==> config.mk <==
export PLATFORM = sky130hd
export DESIGN_NAME = win_state_ctrl
export DESIGN_NICKNAME = d
export VERILOG_FILES = /design/src/rtl/game_pkg.sv /design/src/rtl/frame_pulse.sv /design/src/rtl/win_state_ctrl.sv
export SDC_FILE = /design/constraint.sdc
export NUM_CORES = 1
export LEC_CHECK = 0
export ABC_AREA = 1
export BUFFER_PORTS_ARGS = -buffer_cell sky130_fd_sc_hd__buf_4
export CAP_MARGIN = 40
export CORE_MARGIN = 4
export CORE_UTILIZATION = 48
export CTS_BUF_LIST = sky130_fd_sc_hd__clkbuf_16
export DETAILED_ROUTE_END_ITERATION = 8
export PLACE_DENSITY = 0.77
export SLEW_MARGIN = 20
export SYNTH_ARGS = -nofsm -noshare
export SYNTH_HDL_FRONTEND = slang
export SYNTH_SLANG_ARGS = --single-unit
==> constraint.sdc <==
create_clock -name clk -period 2.4 [get_ports clk]
set_clock_uncertainty 0.1 [all_clocks]
set_input_delay 0.72 -clock clk [delete_from_list [all_inputs] [get_ports clk]]
set_output_delay 0.72 -clock clk [all_outputs]
set_load 0.02 [all_outputs]
==> src/rtl/game_pkg.sv <==
// Shared game constants: FSM encoding, screen geometry and the goal rectangle
// that both the maze renderer and the win controller must agree on.
package game_pkg;

  localparam int SCREEN_W = 640;
  localparam int SCREEN_H = 480;

  // First blanking line doubles as the frame boundary.
  localparam int FRAME_LINE_DEF = SCREEN_H;

  localparam int GOAL_W_DEF = 40;
  localparam int GOAL_H_DEF = 40;
  localparam int GOAL_X_DEF = SCREEN_W - 2 * GOAL_W_DEF;
  localparam int GOAL_Y_DEF = SCREEN_H - 2 * GOAL_H_DEF;

  typedef enum logic [1:0] {
    ST_PLAY    = 2'd0,
    ST_CONFIRM = 2'd1,
    ST_OVER    = 2'd2,
    ST_RESTART = 2'd3
  } win_state_e;

endpackage

==> src/rtl/frame_pulse.sv <==
// One-cycle registered pulse marking the start of vertical blanking.
module frame_pulse #(
  parameter int FRAME_LINE = game_pkg::FRAME_LINE_DEF
) (
  input  logic       clk,
  input  logic       reset,
  input  logic [9:0] vert,
  input  logic [9:0] horz,
  output logic       frame_tick
);

  always_ff @(posedge clk) begin
    if (reset) frame_tick <= 1'b0;
    else       frame_tick <= (vert == 10'(FRAME_LINE)) && (horz == 10'd0);
  end

endmodule

==> src/rtl/win_state_ctrl.sv <==
// Game-state controller: confirms the icon is in the goal over several frames,
// shows the splash for a minimum time, then restarts on a button press.
module win_state_ctrl
  import game_pkg::*;
#(
  parameter int GOAL_X          = GOAL_X_DEF,
  parameter int GOAL_Y          = GOAL_Y_DEF,
  parameter int GOAL_W          = GOAL_W_DEF,
  parameter int GOAL_H          = GOAL_H_DEF,
  parameter int FRAME_LINE      = FRAME_LINE_DEF,
  parameter int CONFIRM_FRAMES  = 3,
  parameter int MIN_HOLD_FRAMES = 60
) (
  input  logic       clk,
  input  logic       reset,
  input  logic [9:0] vert,
  input  logic [9:0] horz,
  input  logic [9:0] icon_x,
  input  logic [9:0] icon_y,
  input  logic       btn_restart,
  output logic       gameover,
  output logic       restart,
  output logic       frame_tick,
  output logic [7:0] win_count
);

  // 11-bit bounds so GOAL+W cannot wrap against a 10-bit position.
  localparam logic [10:0] X_LO = 11'(GOAL_X);
  localparam logic [10:0] X_HI = 11'(GOAL_X + GOAL_W);
  localparam logic [10:0] Y_LO = 11'(GOAL_Y);
  localparam logic [10:0] Y_HI = 11'(GOAL_Y + GOAL_H);

  win_state_e state, state_d;
  logic [3:0] confirm_cnt, confirm_d;
  logic [7:0] hold_cnt, hold_d;
  logic [7:0] win_d;
  logic       restart_d;
  logic       btn_prev;
  logic       btn_rise;
  logic       in_goal;
  logic       hold_met;
  logic       enter_over;

  frame_pulse #(.FRAME_LINE(FRAME_LINE)) u_frame_pulse (
    .clk        (clk),
    .reset      (reset),
    .vert       (vert),
    .horz       (horz),
    .frame_tick (frame_tick)
  );

  assign in_goal  = ({1'b0, icon_x} >= X_LO) && ({1'b0, icon_x} < X_HI) &&
                    ({1'b0, icon_y} >= Y_LO) && ({1'b0, icon_y} < Y_HI);
  assign btn_rise = btn_restart && !btn_prev;
  // hold_cnt >= MIN, phrased so a zero minimum does not fold to a constant compare.
  assign hold_met = ({1'b0, hold_cnt} + 9'd1) > 9'(MIN_HOLD_FRAMES);
  // Splash spans OVER and RESTART; both transitions happen only on frame ticks.
  assign gameover = (state == ST_OVER) || (state == ST_RESTART);

  always_comb begin
    state_d    = state;
    confirm_d  = confirm_cnt;
    hold_d     = hold_cnt;
    win_d      = win_count;
    restart_d  = 1'b0;
    enter_over = 1'b0;
    case (state)
      ST_PLAY: begin
        if (frame_tick && in_goal) begin
          if (CONFIRM_FRAMES == 1) enter_over = 1'b1;
          else begin
            confirm_d = 4'd1;
            state_d   = ST_CONFIRM;
          end
        end
      end
      ST_CONFIRM: begin
        if (frame_tick) begin
          if (!in_goal) begin
            confirm_d = 4'd0;
            state_d   = ST_PLAY;
          end else begin
            confirm_d = confirm_cnt + 4'd1;
            if (confirm_d == 4'(CONFIRM_FRAMES)) enter_over = 1'b1;
          end
        end
      end
      ST_OVER: begin
        if (frame_tick && hold_cnt != 8'hff) hold_d = hold_cnt + 8'd1;
        // Compare uses the pre-increment hold count.
        if (btn_rise && hold_met) state_d = ST_RESTART;
      end
      ST_RESTART: begin
        if (frame_tick) begin
          restart_d = 1'b1;
          confirm_d = 4'd0;
          state_d   = ST_PLAY;
        end
      end
      default: state_d = ST_PLAY;
    endcase
    if (enter_over) begin
      state_d   = ST_OVER;
      confirm_d = 4'd0;
      hold_d    = 8'd0;
      if (win_count != 8'hff) win_d = win_count + 8'd1;
    end
  end

  always_ff @(posedge clk) begin
    if (reset) begin
      state       <= ST_PLAY;
      confirm_cnt <= 4'd0;
      hold_cnt    <= 8'd0;
      win_count   <= 8'd0;
      restart     <= 1'b0;
      btn_prev    <= 1'b0;
    end else begin
      state       <= state_d;
      confirm_cnt <= confirm_d;
      hold_cnt    <= hold_d;
      win_count   <= win_d;
      restart     <= restart_d;
      btn_prev    <= btn_restart;
    end
  end

endmodule

# Word level (Yosys, flattened, before mapping)
# Cells that the tools add are included.
# word_totals
output_inout_bits	11
inputBits	43
elab_cells	72
reg_bits	25
# classes
mux	17
bitwise	1
n_reduce_logical	20
n_lt_le_gt_ge	5
n_addsub	4
n_eq_ne	17
# op_table
operator	count
adder 8 x 1 -> 8 bit (second input constant)	2
two-way mux 4 bit	4
!= test 8 bit (second input constant)	2
two-way mux 2 bit	6
case mux 4 bit (3 select lines)	1
== test 10 x 9 -> 1 bit (second input constant)	1
greater-or-equal comparator 10 bit (second input constant)	1
greater-or-equal comparator 10 x 9 -> 1 bit (second input constant)	1
logical NOT 10 bit	1
less-than comparator 10 bit (second input constant)	1
less-than comparator 10 x 9 -> 1 bit (second input constant)	1
AND reduction 5 bit	2
adder 8 x 1 -> 9 bit (second input constant)	1
> comparator 9 x 6 -> 1 bit (second input constant)	1
!= test 3 x 2 -> 1 bit (second input constant)	3
logical AND 1 bit	8
case mux 2 bit (4 select lines)	1
!= test 2 x 1 -> 1 bit (second input constant)	3
!= test 3 bit (second input constant)	2
two-way mux 1 bit	5
adder 4 x 1 -> 4 bit (second input constant)	1
== test 2 bit (second input constant)	2
== test 4 x 2 -> 1 bit (second input constant)	1
!= test 2 bit (second input constant)	2
other kinds (9)	11

# Depth between registers and ports, before layout
# Gate-level depths: netlist of the first run.
# depth
word_depth	9
mapped_depth	12
ltp_nobuf	12

# Cells and area by module
# Synthesis of the first run repeated with hierarchy kept, for this count alone.
# hier_totals
cells_unflattened	240
hier_area_um2	1535.2
# by_module_without_submodules
module	instances	cells_per_inst	area_per_inst_um2
win_state_ctrl	1	218	1431.4
frame_pulse	1	22	103.8

# Worst setup path after synthesis of the first run
# No wires, ideal clock.
# synth_timing
kind	input-to-reg
start	in icon_x[7]
end	reg win_count[4]
path_stages	10
setup_slack_ns	0.518
required_ns	2.184
setup_time_ns	0.116
t_arrival_ns	1.666
cell_sequence	inv_1 -> nand2_1 -> nor2_4 -> nand3_2 -> nor2_4 -> nand4_4 -> nor2_4 -> inv_1 -> nand2_1 -> a21oi_1
# synth_between
elab_chain_cells	8
# synth_rtl
item	line	text
from (decl)	win_state_ctrl.sv:18	input logic [9:0] icon_x,
greater-or-equal comparator 10 bit / less-than comparator 10 bit (equally long branches)	win_state_ctrl.sv:52	assign in_goal = ({1'b0, icon_x} >= X_LO) && ({1'b0, icon_x} < X_HI) &&
logical AND 1 bit * (2 in series)	win_state_ctrl.sv:52	
logical AND 1 bit *	win_state_ctrl.sv:53	({1'b0, icon_y} >= Y_LO) && ({1'b0, icon_y} < Y_HI);
two-way mux 1 bit *	win_state_ctrl.sv:79	if (!in_goal) begin
two-way mux 1 bit *	win_state_ctrl.sv:78	if (frame_tick) begin
two-way mux 1 bit *	win_state_ctrl.sv:67	case (state)
AND reduction 2 bit (no source line) *	n/a	
to (signal assigned)	win_state_ctrl.sv:122	win_count <= win_d;
to (decl)	win_state_ctrl.sv:24	output logic [7:0] win_count
# Every way passes the cells marked *; elsewhere a longest branch is shown, timed or not.
# A chain may end at the register's enable or synchronous reset.

# Worst setup path after layout of the first run
# layout_timing
start	in icon_x[7]
end	reg win_count[7]
# The elaborated chain is that of the path after synthesis.

==> PnR_summary.wiki, run 1 <==
{| class="wikitable"
! Metric !! Value
|-
| Detailed-routing iteration count for the pre-antenna-repair pass || 4
|-
| Number of nets in the layout || 330
|-
| Number of clock buffers inserted by TritonCTS || 3
|-
| Area of the die || 4230 sq um
|-
| Final critical-path required period || 1.88 ns
|-
| Average cell area after synthesis || 6.71 sq um
|-
| Buffering stage count on the worst path with inverters included || 3
|-
| Main synth FF type || sky130_fd_sc_hd__dfxtp_1
|-
| CTS HTree Levels || 1
|-
| Net count after synthesis || 280
|-
| Post-route DRC || 0
|-
| WL/cell || 10.7 microns
|-
| Library cells used by synthesis || 29
|-
| HPWL Detailed || 2740 microns
|-
| Number of routed nets with antenna violations || 0
|-
| Setup fix buffers added after clock tree synthesis || 0
|-
| Worst path required time || 2.46 ns
|-
| Avg Vias per Cell || 4.80
|-
| TritonCTS clock tree || yes
|-
| Most numerous cell in the Yosys netlist || sky130_fd_sc_hd__nand2_1
|-
| IR drop worst, VDD || 0.587 mV
|-
| Largest cells by area after synthesis || sky130_fd_sc_hd__dfxtp_1 (32%), sky130_fd_sc_hd__nand2_1 (15%), sky130_fd_sc_hd__inv_1 (7.0%)
|-
| Worst Setup Slack, final || 0.522 ns
|-
| Yosys reg bits || 25
|-
| Top Ports || 54
|-
| Clock tree root buffer cell || sky130_fd_sc_hd__clkbuf_16
|-
| WS Path Type || input port to flip-flop
|-
| Fin crit share || 78.2%
|-
| Clock transition at the registers of the reported paths || 0.07 ns
|-
| Number of buffers added on ports || 47
|-
| Yosys top cell by area || sky130_fd_sc_hd__dfxtp_1
|-
| Total inserted antenna cells || 0
|-
| Critical Path Sink Type || flip-flop
|-
| GP Congestion || 0.873
|-
| Starting density of the core || 50.8%
|-
| Initial DRC Count || 61
|-
| WL final || 3470 microns
|-
| Highest net fanout along the worst path || 7
|-
| Max Buffers Root-to-Sink || 2
|-
| Number of endpoints failing setup at the final stage || 0
|-
| Resized Gates After CTS || 0
|-
| Number of global-route vias before repair || 1490
|-
| Area added between synthesis and finish || 30.5%
|-
| Number of hold-slack violations in the final timing report || 0
|-
| Class of the tightest hold or removal check || flip-flop to flip-flop
|-
| Hold buffer count at CTS || 0
|-
| Data arrival time of the worst path || 1.93 ns
|-
| Cell types with the highest counts after synthesis || sky130_fd_sc_hd__nand2_1 (64), sky130_fd_sc_hd__inv_1 (29), sky130_fd_sc_hd__dfxtp_1 (25), sky130_fd_sc_hd__nor2_1 (25), sky130_fd_sc_hd__nand3_1 (20)
|-
| Setup crit start kind || input port
|-
| FFs w/ async S/R, synth || 0%
|-
| Summed negative setup slack over all endpoints || 0 ns
|-
| Post-synth design cell area || 1560 sq um
|-
| Final worst hold slack || 0.391 ns
|-
| Post-synthesis sequential area ratio || 32.0%
|-
| Initial antenna violation count || 0
|-
| Worst Tran Pin Value || 0.317 ns
|-
| Clock sinks || 25
|-
| Die Ht || 65.1 microns
|-
| Core outline area || 3080 sq um
|-
| Number of placement rows || 20
|-
| Largest delay share family, worst path || simple AND/OR/NAND/NOR gates
|-
| Synthesized netlist cell count || 233
|-
| Total via count after detailed routing || 1565
|-
| Slowest-stage cell, CP || sky130_fd_sc_hd__nor2_4
|-
| Relative slew slack || 78.8%
|-
| Worst setup slack after placement || 0.231 ns
|-
| FILL cells || 290
|-
| Area share of the leading cell type in the synthesized netlist || 32.0%
|-
| Crit path cell chain || buf_4, inv_1, nand2_1, nor2_4, nand3_2, nor2_4, nand4_4, nor2_4, inv_1, nand2_1, a21oi_1
|-
| Max-cap violations || 0
|-
| Remaining Overflow, GRT || 0
|-
| Lkg Pwr || 0.000899 uW
|-
| Final number of max-transition violations || 0
|-
| Global-route wire length before repair || 6220 microns
|-
| Total power after layout || 870 uW
|-
| Clock insertion delay at the later pin of the skew report || 0.26 ns
|-
| Fraction of layout instances using a drive strength above 1 || 24.1%
|-
| Largest stage delay on the critical path || 0.20 ns
|-
| Die extent in x || 65.1 microns
|-
| Area taken by multi-input logic gates || 923 sq um
|-
| Footprint of the flip-flops and latches || 500 sq um
|-
| Pin count of the biggest net entering global routing || 17
|-
| Pwr dens || 427 nW/um^2
|-
| Outcome || finished clean
|-
| Global-route total usage across every layer || 18.1%
|-
| Fmax || 532 MHz
|-
| Cell repeated most along the worst path || sky130_fd_sc_hd__nor2_4
|-
| Synth Warn # || 0
|-
| Unrepaired setup endpoints after global routing || no
|-
| Post-synth EDFFs || 0
|}
==> logic make-up (layout without fill, tap and decap cells) <==
logic type,count (synthesis),after routing,share of synthesized area [%]
XOR/XNOR,8,8,4.48
AO/OA/AOI/OAI,25,25,8.81
buffers and inverters,34,83,8.89
AND/OR/NAND/NOR,137,137,42.6
flip-flops,25,25,32.0
adder cells (fa/ha/maj),4,4,3.20
==> cell type report <==
| type | instances | area share (%) |
|---|---|---|
| multi-input cells | 174 | 45.3 |
| flip-flops and latches | 25 | 24.5 |
| repair buffers | 48 | 17.7 |
| inverters | 31 | 5.71 |
| clock buffers | 3 | 3.68 |
| well taps | 44 | 2.70 |
| clock inverters | 1 | 0.429 |
==> registers in the layout, indices dropped and copies added, names as in the netlist <==
signal	cells
btn_prev	1
confirm_cnt	4
hold_cnt	8
restart	1
state	2
u_frame_pulse.frame_tick	1
win_count	8
==> stage by stage <==
stage / cells / util (%) / instance area (sq um)
2_1_floorplan: 233 / - / 1560
3_3_place_gp: 322 / 63.5 / 1960
3_5_place_dp: 322 / 63.5 / 1960
4_1_cts: 326 / 66.3 / 2040
5_1_grt: 326 / 66.3 / 2040
6_report: 326 / 66.3 / 2040
==> worst paths after layout <==
| check | from | end | slack, ns | cells past startpoint |
|---|---|---|---|---|
| worst min register to register | hold_cnt[1] | hold_cnt[1] | 0.39 | 2 |
| worst max-delay path | icon_x[7] | win_count[7] | 0.52 | 11 |
| worst max register to register | confirm_cnt[1] | win_count[7] | 0.57 | 9 |
| worst min-delay path | hold_cnt[1] | hold_cnt[1] | 0.39 | 2 |
==> layout by cell type (no fill, tap or decap), drive strengths merged <==
cell,n
nand2,66
xor2,4
buf,48
nor2,33
o31ai,1
nor4,5
a21oi,19
clkbuf,3
nand3b,1
xnor2,4
nand4,6
inv,32
a211oi,1
nor3,3
o21ai,3
dfxtp,25
or4,1
a21o,1
nor3b,1
ha,4
nand3,21
==> where the power goes <==
part	internal, uW	switching [uW]
combinational	47.4	29.2
clock	230	148
sequential	416	0.203
==> worst min-delay path, delay by kind of cell (launching register included) <==
kind             cells  cell delay [ns]
AO/OA/AOI/OAI        1             0.05
flip-flops           1             0.33
AND/OR/NAND/NOR      1             0.07
==> metal layers <==
layer	share of wire, %	GRT usage (%)	vias up
li1	-	-	854
met1	44	21.2	694
met2	53	34.1	15
met3	3.0	3.81	2
met4	0.49	3.11	0
met5	0	0	-
(Power assumes the default switching activity.)
==> inputs of run 2 (changes only) <==
Clock period 2.4 ns to 1.8 ns, I/O delays scaled along.
==> PnR_summary.wiki, run 2 (synthesized netlist as in run 1, its figures left out) <==
{| class="wikitable"
! Metric !! Value
|-
| Fin crit share || 97.5%
|-
| CTS HTree Levels || 1 (unchanged)
|-
| Final critical-path required period || 1.75 ns
|-
| Lkg Pwr || 0.000955 uW (was 0.000899 uW)
|-
| Number of nets in the layout || 343 (was 330)
|-
| Fraction of layout instances using a drive strength above 1 || 32.9% (was 24.1%)
|-
| Number of endpoints failing setup at the final stage || 0 (unchanged)
|-
| Most used cells in the layout excluding fill and tap cells || sky130_fd_sc_hd__nand2_1 (62), sky130_fd_sc_hd__buf_4 (59), sky130_fd_sc_hd__inv_1 (28) (was sky130_fd_sc_hd__nand2_1 (64), sky130_fd_sc_hd__buf_4 (48), sky130_fd_sc_hd__inv_1 (29))
|-
| Largest regs || hold_cnt x8, win_count x8, confirm_cnt x4 (unchanged)
|-
| Hold buffer count at CTS || 0 (unchanged)
|-
| Global-route wire length before repair || 6190 microns (was 6220 microns)
|-
| Pwr dens || 528 nW/um^2 (was 427 nW/um^2)
|-
| Number of buffers added on ports || 47 (unchanged)
|-
| FILL cells || 262 (was 290)
|-
| Core outline area || 3080 sq um (unchanged)
|-
| Critical Path Sink Type || flip-flop (unchanged)
|-
| HPWL Detailed || 2870 microns (was 2740 microns)
|-
| Worst path required time || 1.86 ns (was 2.46 ns)
|-
| Clock insertion delay at the later pin of the skew report || 0.26 ns (about the same)
|-
| Clock tree root buffer cell || sky130_fd_sc_hd__clkbuf_16 (unchanged)
|-
| Pin count of the biggest net entering global routing || 17 (unchanged)
|-
| Initial DRC Count || 73 (was 61)
|-
| Fmax || 570 MHz
|-
| Total power after layout || 1170 uW (was 870 uW)
|-
| Worst Tran Pin Value || 0.286 ns (was 0.317 ns)
|-
| Detailed-routing iteration count for the pre-antenna-repair pass || 4 (unchanged)
|-
| Data arrival time of the worst path || 1.81 ns (was 1.93 ns)
|-
| Start point of the worst min-delay path || vert[3] (was hold_cnt[1])
|-
| Highest net fanout along the worst path || 4 (was 7)
|-
| Die Ht || 65.1 microns (unchanged)
|-
| Remaining Overflow, GRT || 0 (unchanged)
|-
| Launching point of the worst reg2reg path || confirm_cnt[1] (unchanged)
|-
| TritonCTS clock tree || yes (unchanged)
|-
| Most frequent standard cell in the layout excluding fill and tap cells || sky130_fd_sc_hd__nand2_1 (unchanged)
|-
| Total inserted antenna cells || 0 (unchanged)
|-
| Clock sinks || 25 (unchanged)
|-
| Clock transition at the registers of the reported paths || 0.07 ns (about the same)
|-
| Footprint of the flip-flops and latches || 504 sq um (was 500 sq um)
|-
| Max Buffers Root-to-Sink || 2 (unchanged)
|-
| Max-cap violations || 0 (unchanged)
|-
| Avg Vias per Cell || 4.78 (was 4.80)
|-
| Number of placement rows || 20 (unchanged)
|-
| WS Path Type || flip-flop to flip-flop (was input port to flip-flop)
|-
| Outcome || finished clean (unchanged)
|-
| IR drop worst, VDD || 0.685 mV (was 0.587 mV)
|-
| Number of global-route vias before repair || 1502 (was 1490)
|-
| WL final || 3780 microns (was 3470 microns)
|-
| Initial antenna violation count || 0 (unchanged)
|-
| Starting density of the core || 50.8% (unchanged)
|-
| WL/cell || 11.1 microns (was 10.7 microns)
|-
| Final worst hold slack || 0.336 ns (was 0.391 ns)
|-
| Global-route total usage across every layer || 18.1% (about the same)
|-
| Total via count after detailed routing || 1620 (was 1565)
|-
| Area of the die || 4230 sq um (unchanged)
|-
| Number of routed nets with antenna violations || 0 (unchanged)
|-
| Relative slew slack || 80.7% (was 78.8%)
|-
| Setup crit start kind || flip-flop (was input port)
|-
| Critical path startpoint || confirm_cnt[1] (was icon_x[7])
|-
| Area added between synthesis and finish || 41.8% (was 30.5%)
|-
| Area taken by multi-input logic gates || 991 sq um (was 923 sq um)
|-
| Top Ports || 54 (unchanged)
|-
| Final number of max-transition violations || 0 (unchanged)
|-
| Class of the tightest hold or removal check || input port to flip-flop (was flip-flop to flip-flop)
|-
| Die extent in x || 65.1 microns (unchanged)
|-
| Number of hold-slack violations in the final timing report || 0 (unchanged)
|-
| GP Congestion || 0.879 (was 0.873)
|-
| Number of clock buffers inserted by TritonCTS || 3 (unchanged)
|-
| Post-route DRC || 0 (unchanged)
|}
[run 2: area by class of cell]
class                           count  area share, %
Clock buffer                        3           3.39
Tap cell                           44           2.48
Multi-Input combinational cell    174           44.7
Inverter                           31           5.25
Timing Repair Buffer               61           21.0
Clock inverter                      1          0.395
Sequential cell                    25           22.8
[run 2: stage by stage]
| stage | TNS [ns] | util [%] | area, sq um | cells | worst slack, ns |
|---|---|---|---|---|---|
| after CTS | 0 | 68.7 | 2110 | 336 | 0.0141 |
| after detailed placement | -1.09 | 66.0 | 2030 | 332 | -0.148 |
| final | 0 | 72.0 | 2220 | 339 | 0.0450 |
| after global placement | -0.867 | 66.0 | 2030 | 332 | -0.131 |
| after global routing | -0.0345 | 72.0 | 2220 | 339 | -0.0238 |
| after floorplan | 0 | - | 1560 | 233 | 0.0981 |
[run 2: power breakdown]
| part | total [uW] | leakage (uW) | internal, uW | switching [uW] |
|---|---|---|---|---|
| Combinational | 106 | 0.000710 | 66.0 | 40.0 |
| Clock | 509 | 0.0000415 | 307 | 203 |
| Sequential | 554 | 0.000203 | 554 | 0.266 |
[run 2: critical path, cell delays in order, from the launching register on]
cell and delay [ns]:
sky130_fd_sc_hd__dfxtp_1 0.34, sky130_fd_sc_hd__ha_4 0.19, sky130_fd_sc_hd__xnor2_4 0.17, sky130_fd_sc_hd__nand2_2 0.09, sky130_fd_sc_hd__nor2_4 0.14, sky130_fd_sc_hd__nand4_1 0.15
sky130_fd_sc_hd__nor2_2 0.22, sky130_fd_sc_hd__nand3_1 0.13, sky130_fd_sc_hd__nand2_1 0.09, sky130_fd_sc_hd__a21oi_1 0.04
[run 2: layer usage]
layer / wire [microns] / vias up / share of wire, % / track usage (%)
met2: 2000 / 16 / 53 / 33.2
met4: 14 / 0 / 0.37 / 2.33
met5: 0 / - / 0 / 0
met1: 1660 / 730 / 44 / 22.3
li1: - / 872 / - / -
met3: 107 / 2 / 2.8 / 3.81
[run 2: path summary, 6_finish.rpt]
path	end	slack [ns]	cells after the start
min reg2reg	confirm_cnt[3]	0.40	2
max	win_count[5]	0.05	9
min	u_frame_pulse.frame_tick	0.34	2
max reg2reg	win_count[5]	0.05	9
[run 2: repair_timing]
action                     in CTS  in global routing
gates resized for setup         0                 21
setup buffers                   0                  3
setup endpoints to repair       0                 10
